File: config.mk
export PLATFORM = sky130hd
export DESIGN_NAME = fwupd_bufwr
export DESIGN_NICKNAME = d
export VERILOG_FILES = /design/src/rtl/fwupd_bufwr.sv
export SDC_FILE = /design/constraint.sdc
export NUM_CORES = 1
export LEC_CHECK = 0
export ABC_AREA = 1
export CORE_MARGIN = 2
export CORE_UTILIZATION = 35
export DETAILED_ROUTE_END_ITERATION = 10
export PLACE_DENSITY = 0.55
export SLEW_MARGIN = 20
export SYNTH_ARGS = -nofsm -noshare
export SYNTH_HDL_FRONTEND = slang
export SYNTH_SLANG_ARGS = --single-unit
export TNS_END_PERCENT = 100
File: constraint.sdc
create_clock -name clk_i -period 4.25 [get_ports clk_i]
set_input_delay 0.85 -clock clk_i [delete_from_list [all_inputs] [get_ports clk_i]]
set_output_delay 0.85 -clock clk_i [all_outputs]
set_load 0.01 [all_outputs]
File: src/rtl/fwupd_bufwr.sv
// Purpose: packs the command-path byte stream into 32-bit words for a 2-bank ping-pong BRAM.
//          A bank is handed to the reader (buf_done_o/buf_len_o) when it fills or is flushed.
// Latency: a word is written the cycle after its 4th byte is accepted; a flush closes the bank one cycle after flush_i.
// Backpressure: dat_ready_o is low for the FLUSH cycle and while the bank to be filled is still held by the reader.
//
// Ports:
//   clk_i, rstb_i           clock, asynchronous active-low reset
//   dat_i/dat_valid_i       input byte stream; dat_ready_o accepts it
//   flush_i                 single-cycle strobe, closes the current bank early
//   bram_we_o/addr_o/dat_o  BRAM write port, addr = {bank, word address}
//   buf_done_o/buf_len_o    per-bank close pulse with the word count of that bank
//   buf_free_i              per-bank strobe from the reader releasing a bank
//   cur_bank_o              bank currently being filled
`timescale 1ns/1ps

module fwupd_bufwr #(
  parameter int BUF_WORDS = 256,
  parameter bit LSB_FIRST = 1'b1,
  localparam int AW = $clog2(BUF_WORDS)
) (
  input  logic          clk_i,
  input  logic          rstb_i,
  input  logic [7:0]    dat_i,
  input  logic          dat_valid_i,
  output logic          dat_ready_o,
  input  logic          flush_i,
  output logic          bram_we_o,
  output logic [AW:0]   bram_addr_o,
  output logic [31:0]   bram_dat_o,
  output logic [1:0]    buf_done_o,
  output logic [AW:0]   buf_len_o,
  input  logic [1:0]    buf_free_i,
  output logic          cur_bank_o
);

  localparam logic [AW-1:0] LAST_ADDR = AW'(BUF_WORDS - 1);
  localparam logic [AW:0]   FULL_LEN  = (AW+1)'(BUF_WORDS);

  typedef enum logic [1:0] {
    ST_FILL  = 2'd0,
    ST_FLUSH = 2'd1,
    ST_WAIT  = 2'd2
  } state_t;

  state_t        state_q, state_d;
  logic [1:0]    bcnt_q, bcnt_d;
  logic [AW-1:0] waddr_q, waddr_d;
  logic          bank_q, bank_d;
  logic [1:0]    full_q, full_d;
  logic [31:0]   pack_q, pack_d;
  logic          rdy_d;
  logic          we_d;
  logic [AW:0]   addr_d;
  logic [31:0]   wdat_d;
  logic [1:0]    done_d;
  logic [AW:0]   len_d;

  logic          accept;
  logic [1:0]    lane;
  logic [31:0]   merged;
  logic [1:0]    full_clr;
  logic [1:0]    set_full;
  logic          close;

  assign accept     = dat_valid_i & dat_ready_o;
  assign cur_bank_o = bank_q;

  // Byte lane for the incoming byte: counter order, or reversed for MSB-first packing.
  assign lane = LSB_FIRST ? bcnt_q : ~bcnt_q;

  // Partial word with the incoming byte dropped into its lane. Lanes not yet
  // written stay 0 because pack_q is cleared whenever a word is emitted.
  always_comb begin
    merged = pack_q;
    merged[{lane, 3'b000} +: 8] = dat_i;
  end

  // Reader releases take effect on the next edge; a release of a bank that is
  // not full is a no-op through the AND.
  assign full_clr = full_q & ~buf_free_i;

  always_comb begin
    state_d  = state_q;
    bcnt_d   = bcnt_q;
    waddr_d  = waddr_q;
    bank_d   = bank_q;
    pack_d   = pack_q;
    we_d     = 1'b0;
    addr_d   = bram_addr_o;
    wdat_d   = bram_dat_o;
    done_d   = 2'b00;
    len_d    = buf_len_o;
    set_full = 2'b00;
    close    = 1'b0;

    case (state_q)
      ST_FILL: begin
        if (accept) begin
          if (bcnt_q == 2'd3) begin
            we_d    = 1'b1;
            addr_d  = {bank_q, waddr_q};
            wdat_d  = merged;
            pack_d  = '0;
            bcnt_d  = 2'd0;
            waddr_d = waddr_q + 1'b1;  // wraps to 0 on the last word
            if (waddr_q == LAST_ADDR) begin
              close = 1'b1;
              len_d = FULL_LEN;
            end
          end else begin
            pack_d = merged;
            bcnt_d = bcnt_q + 2'd1;
          end
        end
        // A fill-close leaves the new bank empty, so a coincident flush has
        // nothing to do; the only question is whether the new bank is free.
        if (close && full_clr[~bank_q]) begin
          state_d = ST_WAIT;
        end else if (flush_i) begin
          state_d = ST_FLUSH;
        end
      end

      ST_FLUSH: begin
        if (bcnt_q != 2'd0) begin
          we_d   = 1'b1;
          addr_d = {bank_q, waddr_q};
          wdat_d = pack_q;
          len_d  = {1'b0, waddr_q} + 1'b1;
          close  = 1'b1;
        end else if (waddr_q != '0) begin
          len_d = {1'b0, waddr_q};
          close = 1'b1;
        end
        if (close) begin
          waddr_d = '0;
          bcnt_d  = 2'd0;
          pack_d  = '0;
        end
        state_d = (close && full_clr[~bank_q]) ? ST_WAIT : ST_FILL;
      end

      ST_WAIT: begin
        // Using the post-release view lets dat_ready_o return the cycle
        // right after the free strobe.
        if (!full_clr[bank_q]) begin
          state_d = ST_FILL;
        end
      end

      default: state_d = ST_FILL;
    endcase

    if (close) begin
      set_full[bank_q] = 1'b1;
      done_d[bank_q]   = 1'b1;
      bank_d           = ~bank_q;
    end

    // A close of one bank and a release of the other in the same cycle are
    // independent bits, so both take effect.
    full_d = full_clr | set_full;

    // Registered ready: low out of reset, high from the first edge in FILL.
    rdy_d = (state_d == ST_FILL);
  end

  always_ff @(posedge clk_i or negedge rstb_i) begin
    if (!rstb_i) begin
      state_q     <= ST_FILL;
      bcnt_q      <= 2'd0;
      waddr_q     <= '0;
      bank_q      <= 1'b0;
      full_q      <= 2'b00;
      pack_q      <= '0;
      dat_ready_o <= 1'b0;
      bram_we_o   <= 1'b0;
      bram_addr_o <= '0;
      bram_dat_o  <= '0;
      buf_done_o  <= 2'b00;
      buf_len_o   <= '0;
    end else begin
      state_q     <= state_d;
      bcnt_q      <= bcnt_d;
      waddr_q     <= waddr_d;
      bank_q      <= bank_d;
      full_q      <= full_d;
      pack_q      <= pack_d;
      dat_ready_o <= rdy_d;
      bram_we_o   <= we_d;
      bram_addr_o <= addr_d;
      bram_dat_o  <= wdat_d;
      buf_done_o  <= done_d;
      buf_len_o   <= len_d;
    end
  end

endmodule

==> flow_summary.toml, run 1 <==
[status]
status = "complete, no violations"

[layout]
nets = 635
multi_input_area_um2 = 1840
area_growth_pct = 23.9
fin_cells = 794
seqCellArea_um2 = 2530
num-fill-cells = 1335
antenna_cells = 0
final_common_cell = "nand2_1"
most-common-layout-cells = "nand2_1, dfrtp_1, clkdlybuf4s50_1"
drive_above_1_share = 0.0647

[clocking]
path_clk_slew_ns = 0.07
postCtsSetupRepairBufs = 0
clockRootBuffer = "clkbuf_16"
cts_tree = "built"
clk_latency_ns = 0.35
cts_max_level = 3
cts-resized-gates = 0
cts_made_buffers = 9
cts.sinks = 101
ctsHoldBuffers = 0
cts_buffer_depth = 2

[hold_path]
hold_class = "register to register"

[worst_setup_path]
cpPeakStageDelay_ns = 0.59
worstPathCellList = "inv_1 > ha_1 > nand2_1 > nor2_1 > nand2_1 > nand2_2 > nand2_4 > nand2_2 > o21ai_0"
worstSetupPathType = "register to register"
end_kind = "register"
cp_slowest_cell = "dfrtp_1"
crit_arrival_ns = 3.01
critical_path.endpoint = "pack_q[7]"
crit_fanout = 33
worstSetupStartpointType = "register"
startpoint = "bcnt_q[0]"
rr_endpoint = "pack_q[7]"
ff2ff_setup_slack_ns = 1.49
reg2reg_from = "bcnt_q[0]"
critPathRequiredTime_ns = 4.51
ff2ff_path_depth = 9

[placement]
globalplace.congestion = 0.850
port_buffers = 68
dp_hpwl_um = 8430
place_inst = 778

[global_route]
antenna_found_initial = 0
grt_pass1_vias = 4004
grt-ovfl-total = 0
grt_use_total = 0.177
grt_start_max_net_pins = 65
grt_pass1_wl_um = 20300

[power_and_ir_drop]
p_total_uw = 4400
p_per_area_nw_per_um2 = 746
combPwrFrac = 0.426
switching_share = 0.379
power.net_switching_uw = 1670
pwr-share-clk = 0.227
seq_power_share = 0.347
vdd_drop_max_mv = 0.282
intPower_uw = 2730
leakage_uw = 0.00249

[routing]
drt_first_pass_iters = 4
post-route-drc-count = 0
drt_iter0_markers = 348
ant_nets = 0
route.detailed.wl_per_inst_um = 15.1
totalWireLength_um = 12000
dr_total_vias = 4045
via_per_inst = 5.09

[sta]
finalHoldViolCount = 0
fin_crit_sh = 0.648
rsz0062_at_grt = "false"
skew_ns = 0.00692
slew_violations = 0
setup_tns_ns = 0
period_minus_slack_ns = 2.76
tightest_slew_ns = 1.01
fmax_mhz = 363
setup_viol = 0
slew_headroom = 0.328

[die]
fp.dieH_um = 121
die_w_um = 121
start_util = 0.359
ios = 69
rows = 42
core_um2 = 13200
die_area_um2 = 14500

[synthesis]
synth_nets = 581
yosysSeqAreaShare = 0.531
synth_warnings = 0
netlist_area_um2 = 4760
avgSynthCellArea_um2 = 8.51
ys_types = 29
synthCells = 559
ys_ff_latch = 101

[job]
drv_cap = 0
-- sequential cells by signal, summed over array words and instances (netlist names) --
name / flops
bram_dat_o: 32
pack_q: 32
bram_addr_o: 9
buf_len_o: 9
waddr_q: 8
bcnt_q: 2
buf_done_o: 2
full_q: 2
state_q: 2
bram_we_o: 1
cur_bank_o: 1
dat_ready_o: 1
-- metrics by stage --
step | utilization | setup slack, ns | hold WS, ns | area, µm²
after global routing | 0.445 | 1.16 | 0.526 | 5900
after floorplan | - | 2.41 | 0.472 | 4760
after detailed placement | 0.418 | 1.36 | 0.478 | 5530
after global placement | 0.418 | 1.46 | 0.458 | 5530
final | 0.445 | 1.49 | 0.488 | 5900
after CTS | 0.445 | 1.53 | 0.496 | 5900
-- layout make-up --
| class | instances | area share |
|---|---|---|
| Sequential cell | 101 | 0.429 |
| Multi-Input combinational cell | 370 | 0.312 |
| Timing Repair Buffer | 72 | 0.122 |
| Clock buffer | 9 | 0.0382 |
| Inverter | 59 | 0.0382 |
| Tap cell | 176 | 0.0373 |
| Clock inverter | 7 | 0.0233 |
-- cell usage after synthesis (all sizes together) --
library cell / number / area (µm²)
nand2: 142 / 556
dfrtp: 101 / 2530
inv: 58 / 220
nor2: 57 / 226
o22ai: 55 / 344
a31oi: 33 / 206
o21ai: 28 / 140
buf: 27 / 161
nand3: 25 / 125
a21oi: 12 / 60.1
ha: 8 / 100
o211ai: 3 / 27.5
a22oi: 2 / 15.0
clkbuf: 2 / 7.51
nand4: 2 / 12.5
xor2: 2 / 17.5
a21boi: 1 / 7.51
clkinv: 1 / 5.00
-- critical path, delay by kind of cell (launching register included) --
family          cells  cell delay [ns]
compound gates      1             0.32
fa+ha+maj           1             0.32
buf+inv             1             0.22
flops               1             0.59
simple gates        6             1.19
-- power by group through the flow --
stage               Clock (µW)  Sequential (µW)  Combinational (µW)
CTS                       1020             1530                1900
global route              1060             1570                2110
finish                     999             1530                1870
global placement             0             1540                1870
detailed placement           0             1550                1890
floorplan                    0             1610                1050
-- logic make-up (layout without fill, tap and decap cells) --
kind of cell / Yosys count / after routing / share of synthesized area
AOI/OAI and AO/OA: 134 / 134 / 0.168
adders and majority gates: 8 / 8 / 0.0210
DFF: 101 / 101 / 0.531
buffers and inverters: 88 / 147 / 0.0828
and+or+nand+nor: 226 / 226 / 0.193
xor gates and xnor gates: 2 / 2 / 0.00368
-- worst min-delay path by stage --
stage | from | cells after the start | to | slack (ns)
6_report | buf_len_o[2] | 2 | buf_len_o[2] | 0.49
2_1_floorplan | full_q[0] | 2 | full_q[0] | 0.47
4_1_cts | buf_len_o[1] | 2 | buf_len_o[1] | 0.50
3_3_place_gp | buf_len_o[2] | 2 | buf_len_o[2] | 0.46
3_5_place_dp | buf_len_o[1] | 2 | buf_len_o[1] | 0.48
5_1_grt | buf_len_o[1] | 2 | buf_len_o[1] | 0.53
-- routing by layer --
layer,global-route usage,wire length [µm],up-vias
li1,-,-,1988
met1,0.244,5640,1931
met2,0.277,5550,107
met3,0.0292,561,19
met4,0.0727,259,0
met5,0,0,-
(Power assumes the default switching activity.)
==> run 2: changes to the inputs <==
--- a/config.mk
+++ b/config.mk
@@ -9,7 +9,7 @@
 export CORE_MARGIN = 2
 export CORE_UTILIZATION = 35
 export DETAILED_ROUTE_END_ITERATION = 10
-export PLACE_DENSITY = 0.55
+export PLACE_DENSITY = 0.58
 export SLEW_MARGIN = 20
 export SYNTH_ARGS = -nofsm -noshare
 export SYNTH_HDL_FRONTEND = slang
==> constraint.sdc (replaced) <==
create_clock -name clk_i -period 2.45 [get_ports clk_i]
set_input_delay 0.49 -clock clk_i [delete_from_list [all_inputs] [get_ports clk_i]]
set_output_delay 0.49 -clock clk_i [all_outputs]
set_load 0.01 [all_outputs]
==> flow_summary.toml, run 2 (synthesis gave the netlist of run 1 again) <==
[die]
start_util = 0.359
die_area_um2 = 14500
die_w_um = 121
rows = 42
ios = 69
fp.dieH_um = 121
core_um2 = 13200

[sta]
slew_violations = 0
whs_ns = 0.102
setup_tns_ns = 0
fmax_mhz = 480
rsz0062_at_grt = "false"
tightest_slew_ns = 1.04
fin_crit_sh = 0.850
slew_headroom = 0.308
finalHoldViolCount = 0
setup_viol = 0
layout_setup_ws_ns = 0.367
period_minus_slack_ns = 2.08
skew_ns = 0.00734

[worst_setup_path]
crit_fanout = 33
crit_arrival_ns = 2.28
end_kind = "register"
worstSetupStartpointType = "register"
cpPeakStageDelay_ns = 0.48
cp_slowest_cell = "nand2_2"
ff2ff_path_depth = 9
worstSetupPathType = "register to register"
ff2ff_setup_slack_ns = 0.37
critPathRequiredTime_ns = 2.65
worstPathCellList = "inv_1 > ha_1 > nand2_1 > nor2_1 > nand2_1 > nand2_2 > nand2_4 > nand2_2 > o21ai_0"

[routing]
totalWireLength_um = 12000
drt_iter0_markers = 319
via_per_inst = 5.16
ant_nets = 0
post-route-drc-count = 0
drt_first_pass_iters = 5
dr_total_vias = 4114
route.detailed.wl_per_inst_um = 15.1

[layout]
final_common_cell = "nand2_1"
most-common-layout-cells = "nand2_1, dfrtp_1, clkdlybuf4s50_1"
nets = 640
antenna_cells = 0
final_util = 0.442
num-fill-cells = 1332
fin_cells = 798
area_growth_pct = 23.1
reg_top3 = "bram_dat_o: 32 flops, pack_q: 32 flops"
drive_above_1_share = 0.0659
seqCellArea_um2 = 2530
multi_input_area_um2 = 1840

[placement]
dp_hpwl_um = 8480
place_inst = 783
globalplace.congestion = 0.852
dp_slack_ns = 0.166
port_buffers = 68

[global_route]
grt_pass1_wl_um = 20600
met3_usage = 0.0307
grt_use_total = 0.178
grt_use_met2 = 0.272
grt_pass1_vias = 4064
grtUsageMet1 = 0.254
top_usage_layer = "met2"
antenna_found_initial = 0
grt-ovfl-total = 0
grt_start_max_net_pins = 46

[power_and_ir_drop]
leakage_uw = 0.00248
vdd_drop_max_mv = 0.477
p_per_area_nw_per_um2 = 1250

[clocking]
cts_tree = "built"
postCtsSetupRepairBufs = 0
cts_buffer_depth = 2
path_clk_slew_ns = 0.07
cts.sinks = 101
clk_latency_ns = 0.35
cts-resized-gates = 0
cts_made_buffers = 9
ctsHoldBuffers = 0
clockRootBuffer = "clkbuf_16"
cts_max_level = 3

[hold_path]
hold_class = "primary input to asynchronous set/reset pin"

[status]
status = "complete, no violations"

[job]
drv_cap = 0
run 2: changes by cell type in the layout (fill, tap and decap cells not counted):
cell / previous run / this run
bufinv_16: 4 / 0
buf_4: 4 / 7
clkbuf_1: 0 / 3
buf_12: 1 / 3
clkbuf_8: 0 / 1
clkinvlp_4: 1 / 0
run 2: layout make-up:
class                           count  area share
Timing Repair Buffer               77       0.134
Clock inverter                      2     0.00171
Inverter                           59      0.0385
Tap cell                          176      0.0376
Sequential cell                   101       0.432
Multi-Input combinational cell    370       0.314
Clock buffer                       13      0.0427
run 2: final timing paths:
kind	from	endpoint
min in group clk_i	buf_len_o[2]	buf_len_o[2]
max in group asynchronous	rstb_i	pack_q[20]
worst max-delay path	bcnt_q[0]	pack_q[3]
worst min-delay path	rstb_i	waddr_q[4]
worst max register to register	bcnt_q[0]	pack_q[3]
worst min register to register	buf_len_o[2]	buf_len_o[2]
run 2: worst max-delay path, delay by kind of cell (launching register included):
family	cells	cell delay [ns]
buffers and inverters	1	0.18
AO/OA/AOI/OAI	1	0.19
flip-flops	1	0.38
AND/OR/NAND/NOR	6	0.90
adder cells (fa/ha/maj)	1	0.29
run 2: stage by stage:
step | total power [µW] | instance area (µm²)
6_report | 7310 | 5860
5_1_grt | 7890 | 5860
4_1_cts | 7390 | 5860
3_5_place_dp | 6060 | 5600
3_3_place_gp | 5990 | 5600
2_1_floorplan | 4610 | 4760
run 2: metal layers:
layer | routed length, µm | part of all wire
met4 | 238 | 0.020
met5 | 0 | 0
met2 | 5390 | 0.45
met3 | 585 | 0.049
met1 | 5800 | 0.48
run 2: where the power goes:
part           internal, µW  leakage [µW]  total (µW)  switching (µW)
Sequential             2270       0.00130        2630             362
Clock                   709      0.000129        1300             590
Combinational          1450       0.00105        3390            1940
Total                  4420       0.00248        7310            2890
==> run 3: changes to the inputs <==
--- a/config.mk
+++ b/config.mk
@@ -10,6 +10,7 @@
 export CORE_UTILIZATION = 35
 export DETAILED_ROUTE_END_ITERATION = 10
 export PLACE_DENSITY = 0.58
+export SETUP_SLACK_MARGIN = 0.02
 export SLEW_MARGIN = 20
 export SYNTH_ARGS = -nofsm -noshare
 export SYNTH_HDL_FRONTEND = slang
==> results of run 3 <==
No change in the layout: final DEF, timing and power equal those of run 2.
==> RTL change 1 (config.mk and constraints of run 3) <==
Change the parameter `LSB_FIRST` from 1'b1 to 1'b0.
--- a/src/rtl/fwupd_bufwr.sv
+++ b/src/rtl/fwupd_bufwr.sv
@@ -15,7 +15,7 @@
 
 module fwupd_bufwr #(
   parameter int BUF_WORDS = 256,
-  parameter bit LSB_FIRST = 1'b1,
+  parameter bit LSB_FIRST = 1'b0,
   localparam int AW = $clog2(BUF_WORDS)
 ) (
   input  logic          clk_i,
Function: changed (a bounded check fails within 4 cycles, from zero or initial values and one cycle with rstb_i low).
==> RTL change 1 against run 3 <==
Power grew 0.43%; setup slack lost 0.11 ns; critical path type unchanged; global-route usage shrank 0.73 points; routed wire length grew 1.8%; synthesized area grew 2.5%; combinational power shrank 1%; cell count shrank 1.5%; first-iteration DRC count grew 4.4%; cell area grew 2.9%; sequential cell count is the same; clock power grew 15%; die area grew 2.4%; highest routed layer unchanged.
==> RTL change 1: results (changes against run 3) <==
Status: complete, no violations
Max-slew headroom: 61.93% (+31 points)
Global-route wire length before repair: 19.84 mm (-3.6%)
Setup Skew: 0.01447 ns (+0.007130 ns)
Worst VDD drop: 0.0004169 V (-13%)
Clock buffer depth: 2 (unchanged)
Synth warn: 0 (unchanged)
FILL cells: 1358 (+2.0%)
FFs & Latches: 101 (unchanged)
Synth Area in Adders: 2.051% (-0.052 points)
Clk pin slew, worst setup/hold paths: 0.07 ns (about the same)
Post_cts resized: 0 (unchanged)
Post-synth top cells: dfrtp_1 (101), nand2_1 (92), inv_1 (64)
CP delay by family, top: buffers and inverters
Hpwl dp: 8.633 mm (+1.8%)
Multi-In Gates: 343 (-7.3%)
Synth area leaders: dfrtp_1 (52%), nand2_1 (7.1%), a21oi_1 (5.2%)
Share of the yosys chip area belonging to registers: 51.79% (-1.3 points)
Top_reg_cell synth: dfrtp_1
Non-clock buffering overhead: 13.00% (-0.37 points)
Tap Cells: 180 (+2.3%)
Syn Nets: 562 (-3.3%)
Multi-input combinational area share: 31.91% (+0.49 points)
Leakage power: 0.002602 µW (+5.0%)
Worst EP arrival: 2.47 ns (+0.19 ns)
GR Util All Layers: 17.08% (-0.73 points)
Fin cells: 786 (-1.5%)
Seq area share: 41.94% (-1.2 points)
Max incr delay on CP: 0.45 ns (-0.03 ns)
Initial antenna violation count: 0 (unchanged)
Fraction of layout cells with a size suffix above 1: 11.22% (+4.6 points)
Net count, final: 623 (-2.7%)
Largest net degree at the start of global routing: 41 (-11%)
DR vias: 3949 (-4.0%)
Pre-Repair DR Iteration Count: 4 (-1)
Crit path max-delay cell type: dfrtp_1
Type of the worst min-delay path: in -> async
Number of non-clock inverters in the layout: 69 (+17%)
Xor and xnor area share after synthesis: 0.7179% (+0.35 points)
DP Cell Count: 770 (-1.7%)
Compound-cell area share of the yosys netlist: 20.13% (+3.3 points)
Largest regs: bram_dat_o (32), pack_q (32)
Clock Network Area Fraction: 5.108% (+0.66 points)
RD Place Congestion: 0.8389 (-1.6%)
Area after DPL: 5718 µm² (+2.2%)
Post-Place Worst Slack: 0.2145 ns (+0.04878 ns)
Crit path max fanout: 34 (+3.0%)
Post-Syn Area per Cell: 9.036 µm² (+6.1%)
Iter 0 DRT Violations: 333 (+4.4%)
Number of global-route vias before repair: 3828 (-5.8%)
Max H-tree Level: 3 (unchanged)
Total routed wirelength: 12.23 mm (+1.8%)
Unique cell type count in the Yosys netlist: 32 (+10%)
Mux share of post-synthesis cell area: 0% (unchanged)
-- RTL change 1: routing by layer --
layer / up-vias / GRT usage (%) / share of wire [%]
met3: 13 / 3.230 / 5.1
met2: 110 / 25.84 / 46
li1: 1921 / - / -
met1: 1905 / 24.45 / 48
met5: - / 0 / 0
met4: 0 / 6.106 / 1.6
-- RTL change 1: path summary, 6_finish.rpt --
check	from	endpoint	slack (ns)	depth (start not counted)
worst min-delay path	rstb_i	bram_dat_o[11]	0.10	1
max in group asynchronous	rstb_i	pack_q[1]	1.61	2
worst max-delay path	bcnt_q[0]	bram_dat_o[14]	0.26	7
worst min register to register	buf_len_o[2]	buf_len_o[2]	0.48	2
worst max register to register	bcnt_q[0]	bram_dat_o[14]	0.26	7
min in group clk_i	buf_len_o[2]	buf_len_o[2]	0.48	2
-- RTL change 1: power by group --
group          leakage [µW]  internal [µW]  switching, µW
Sequential          0.00132           2190            329
Clock              0.000144            807            679
Combinational       0.00113           1380           1970
==> RTL change 2 (flow settings as in run 3) <==
Made on the original files. Make the reset (`rstb_i`) synchronous in one clocked block. Comments in the files are not updated.
--- a/src/rtl/fwupd_bufwr.sv
+++ b/src/rtl/fwupd_bufwr.sv
@@ -165,7 +165,7 @@
     rdy_d = (state_d == ST_FILL);
   end
 
-  always_ff @(posedge clk_i or negedge rstb_i) begin
+  always_ff @(posedge clk_i) begin
     if (!rstb_i) begin
       state_q     <= ST_FILL;
       bcnt_q      <= 2'd0;
Function: differs if rstb_i is asserted again (counterexample within 4 cycles, from zero or initial values and one cycle with rstb_i low); with rstb_i held inactive, the same outputs for 4 cycles.
==> RTL change 2 against run 3 <==
Synthesized area shrank 0.39%; non-clock buffer count up 9; cell area rose by 1.2%; utilization rose by 0.53 points; routed wire length increased by 18%; die area fell by 0.38%; fmax decreased by 1.2%; setup slack worse by 0.025 ns; sequential cell count unchanged; critical endpoint is now cur_bank_o; largest cell class is now multi-input combinational cells.
Power is not compared: it rests on default switching activity, and its combinational part moved more than twofold at a synthesized area within 25%.
==> RTL change 2: results (changes against run 3) <==
Clk pin slew, worst setup/hold paths: 0.07 ns (about the same)
Setup bufs post-CTS: 0 (unchanged)
Pre-Repair DR Iteration Count: 5 (unchanged)
Crit path max fanout: 16 (-52%)
Clock Latency Late Sink: 0.36 ns
Hpwl dp: 9.516 mm (+12%)
Max_cap viols: 0 (unchanged)
Syn Inst Count: 671 (+20%)
Root Buffer: clkbuf_16
Synth warn: 0 (unchanged)
Crit path max-delay cell type: dfxtp_1
Largest regs: bram_dat_o (32), pack_q (32)
Global-route wire length before repair: 23.00 mm (+12%)
Final setup fails: 0 (unchanged)
Post-synth top cells: a21oi_1 (119), nand2_1 (118), dfxtp_1 (101)
Net count, final: 747 (+17%)
Worst VDD drop: 0.0003197 V
Port buffer count: 68 (unchanged)
Post_cts resized: 0 (unchanged)
FILL cells: 1330 (-0.15%)
Top_reg_cell synth: dfxtp_1
Total routed wirelength: 14.14 mm (+18%)
DP Cell Count: 890 (+14%)
RD Place Congestion: 0.8845 (+3.8%)
Syn Nets: 693 (+19%)
Max H-tree Level: 3 (unchanged)
Post-synth ARST share: 0% (-100 points)
Diodes inserted: 0 (unchanged)
Synth area leaders: dfxtp_1 (43%), a21oi_1 (13%), nand3_1 (9.6%)
Via density: 5.290 (+2.6%)
Clock buffer depth: 2 (unchanged)
Setup Skew: 0.007901 ns (+0.0005625 ns)
Leakage power: 0.002262 µW
Number of global-route vias before repair: 4588 (+13%)
Unique cell type count in the Yosys netlist: 25 (-14%)
Total grt overflow: 0 (unchanged)
Max incr delay on CP: 0.31 ns (-0.17 ns)
Largest net degree at the start of global routing: 37 (-20%)
CTS Buf Count: 9 (unchanged)
Fraction of layout cells with a size suffix above 1: 6.722% (+0.13 points)
Share of the yosys chip area belonging to registers: 42.65% (-10 points)
Fin cells: 905 (+13%)
Initial antenna violation count: 0 (unchanged)
Slew @ Worst Pin: 0.6324 ns (-0.4044 ns)
Type of the worst min-delay path: reg -> reg
Status: complete, no violations
GR Util All Layers: 20.00% (+2.2 points)
Iter 0 DRT Violations: 429 (+34%)
RTL change 2: cell count changes after synthesis, sizes merged, moves of 6 or more:
cell,before,now
a31oi,33,0
o22ai,55,8
clkbuf,2,22
nor2,57,34
a21oi,12,119
nand2,142,123
buf,27,21
nand3,25,92
dfxtp,0,101
o21ai,28,81
dfrtp,101,0
RTL change 2: worst paths after layout:
| path | cells past startpoint | start | endpoint | slack [ns] |
|---|---|---|---|---|
| max | 11 | bcnt_q[0] | cur_bank_o | 0.34 |
| min reg2reg | 2 | buf_len_o[7] | buf_len_o[7] | 0.46 |
| min | 2 | buf_len_o[7] | buf_len_o[7] | 0.46 |
| max reg2reg | 11 | bcnt_q[0] | cur_bank_o | 0.34 |
RTL change 2: worst max-delay path: cells and delay by family (launching register included):
family	cells	cell delay [ns]
adders and majority gates	1	0.30
buffers and inverters	3	0.64
and+or+nand+nor	6	0.69
AOI/OAI and AO/OA	1	0.12
DFF	1	0.31
RTL change 2: metrics by stage:
| step | worst slack, ns | cell area [µm²] | power [µW] | util (%) | hold WS (ns) |
|---|---|---|---|---|---|
| 6_report | 0.3420 | 5927 | 3616 | 44.76 | 0.4628 |
| 5_1_grt | 0.1316 | 5927 | 3732 | 44.76 | 0.4815 |
| 4_1_cts | 0.3360 | 5927 | 3642 | 44.76 | 0.4642 |
| 3_5_place_dp | 0.2610 | 5593 | 2048 | 42.23 | 0.4539 |
| 3_3_place_gp | 0.3341 | 5593 | 2047 | 42.23 | 0.4505 |
| 2_1_floorplan | 0.7432 | 4741 | 1906 | - | 0.4651 |
RTL change 2: cell families after synthesis:
family          synth area share (%)
fa+ha+maj                      2.111
simple gates                   23.67
flops                          42.65
buf+inv                        8.894
compound gates                 22.49
xor+xnor                      0.1848
RTL change 2: report_power, final:
| part | total (µW) | switching, µW | internal, µW |
|---|---|---|---|
| Clock | 1600 | 627 | 973 |
| Combinational | 325 | 210 | 115 |
| Sequential | 1690 | 19.4 | 1670 |
| Total | 3620 | 857 | 2760 |
RTL change 2: cell type report:
class                           instances  area, µm²  area share, %
Sequential cell                       101       2022          34.11
Timing Repair Buffer                   86      840.8          14.19
Inverter                               56      212.7          3.589
Tap cell                              176      220.2          3.715
Clock inverter                          3      67.56          1.140
Multi-Input combinational cell        471       2297          38.76
Clock buffer                           12      266.5          4.497
RTL change 2: per-layer routing:
layer / global-route usage [%] / wire length [µm] / vias up
met1: 26.16 / 6427 / 2187
met3: 5.047 / 983 / 31
met4: 8.794 / 344 / 0
li1: - / - / 2371
met5: 0 / 0 / -
met2: 31.14 / 6385 / 198
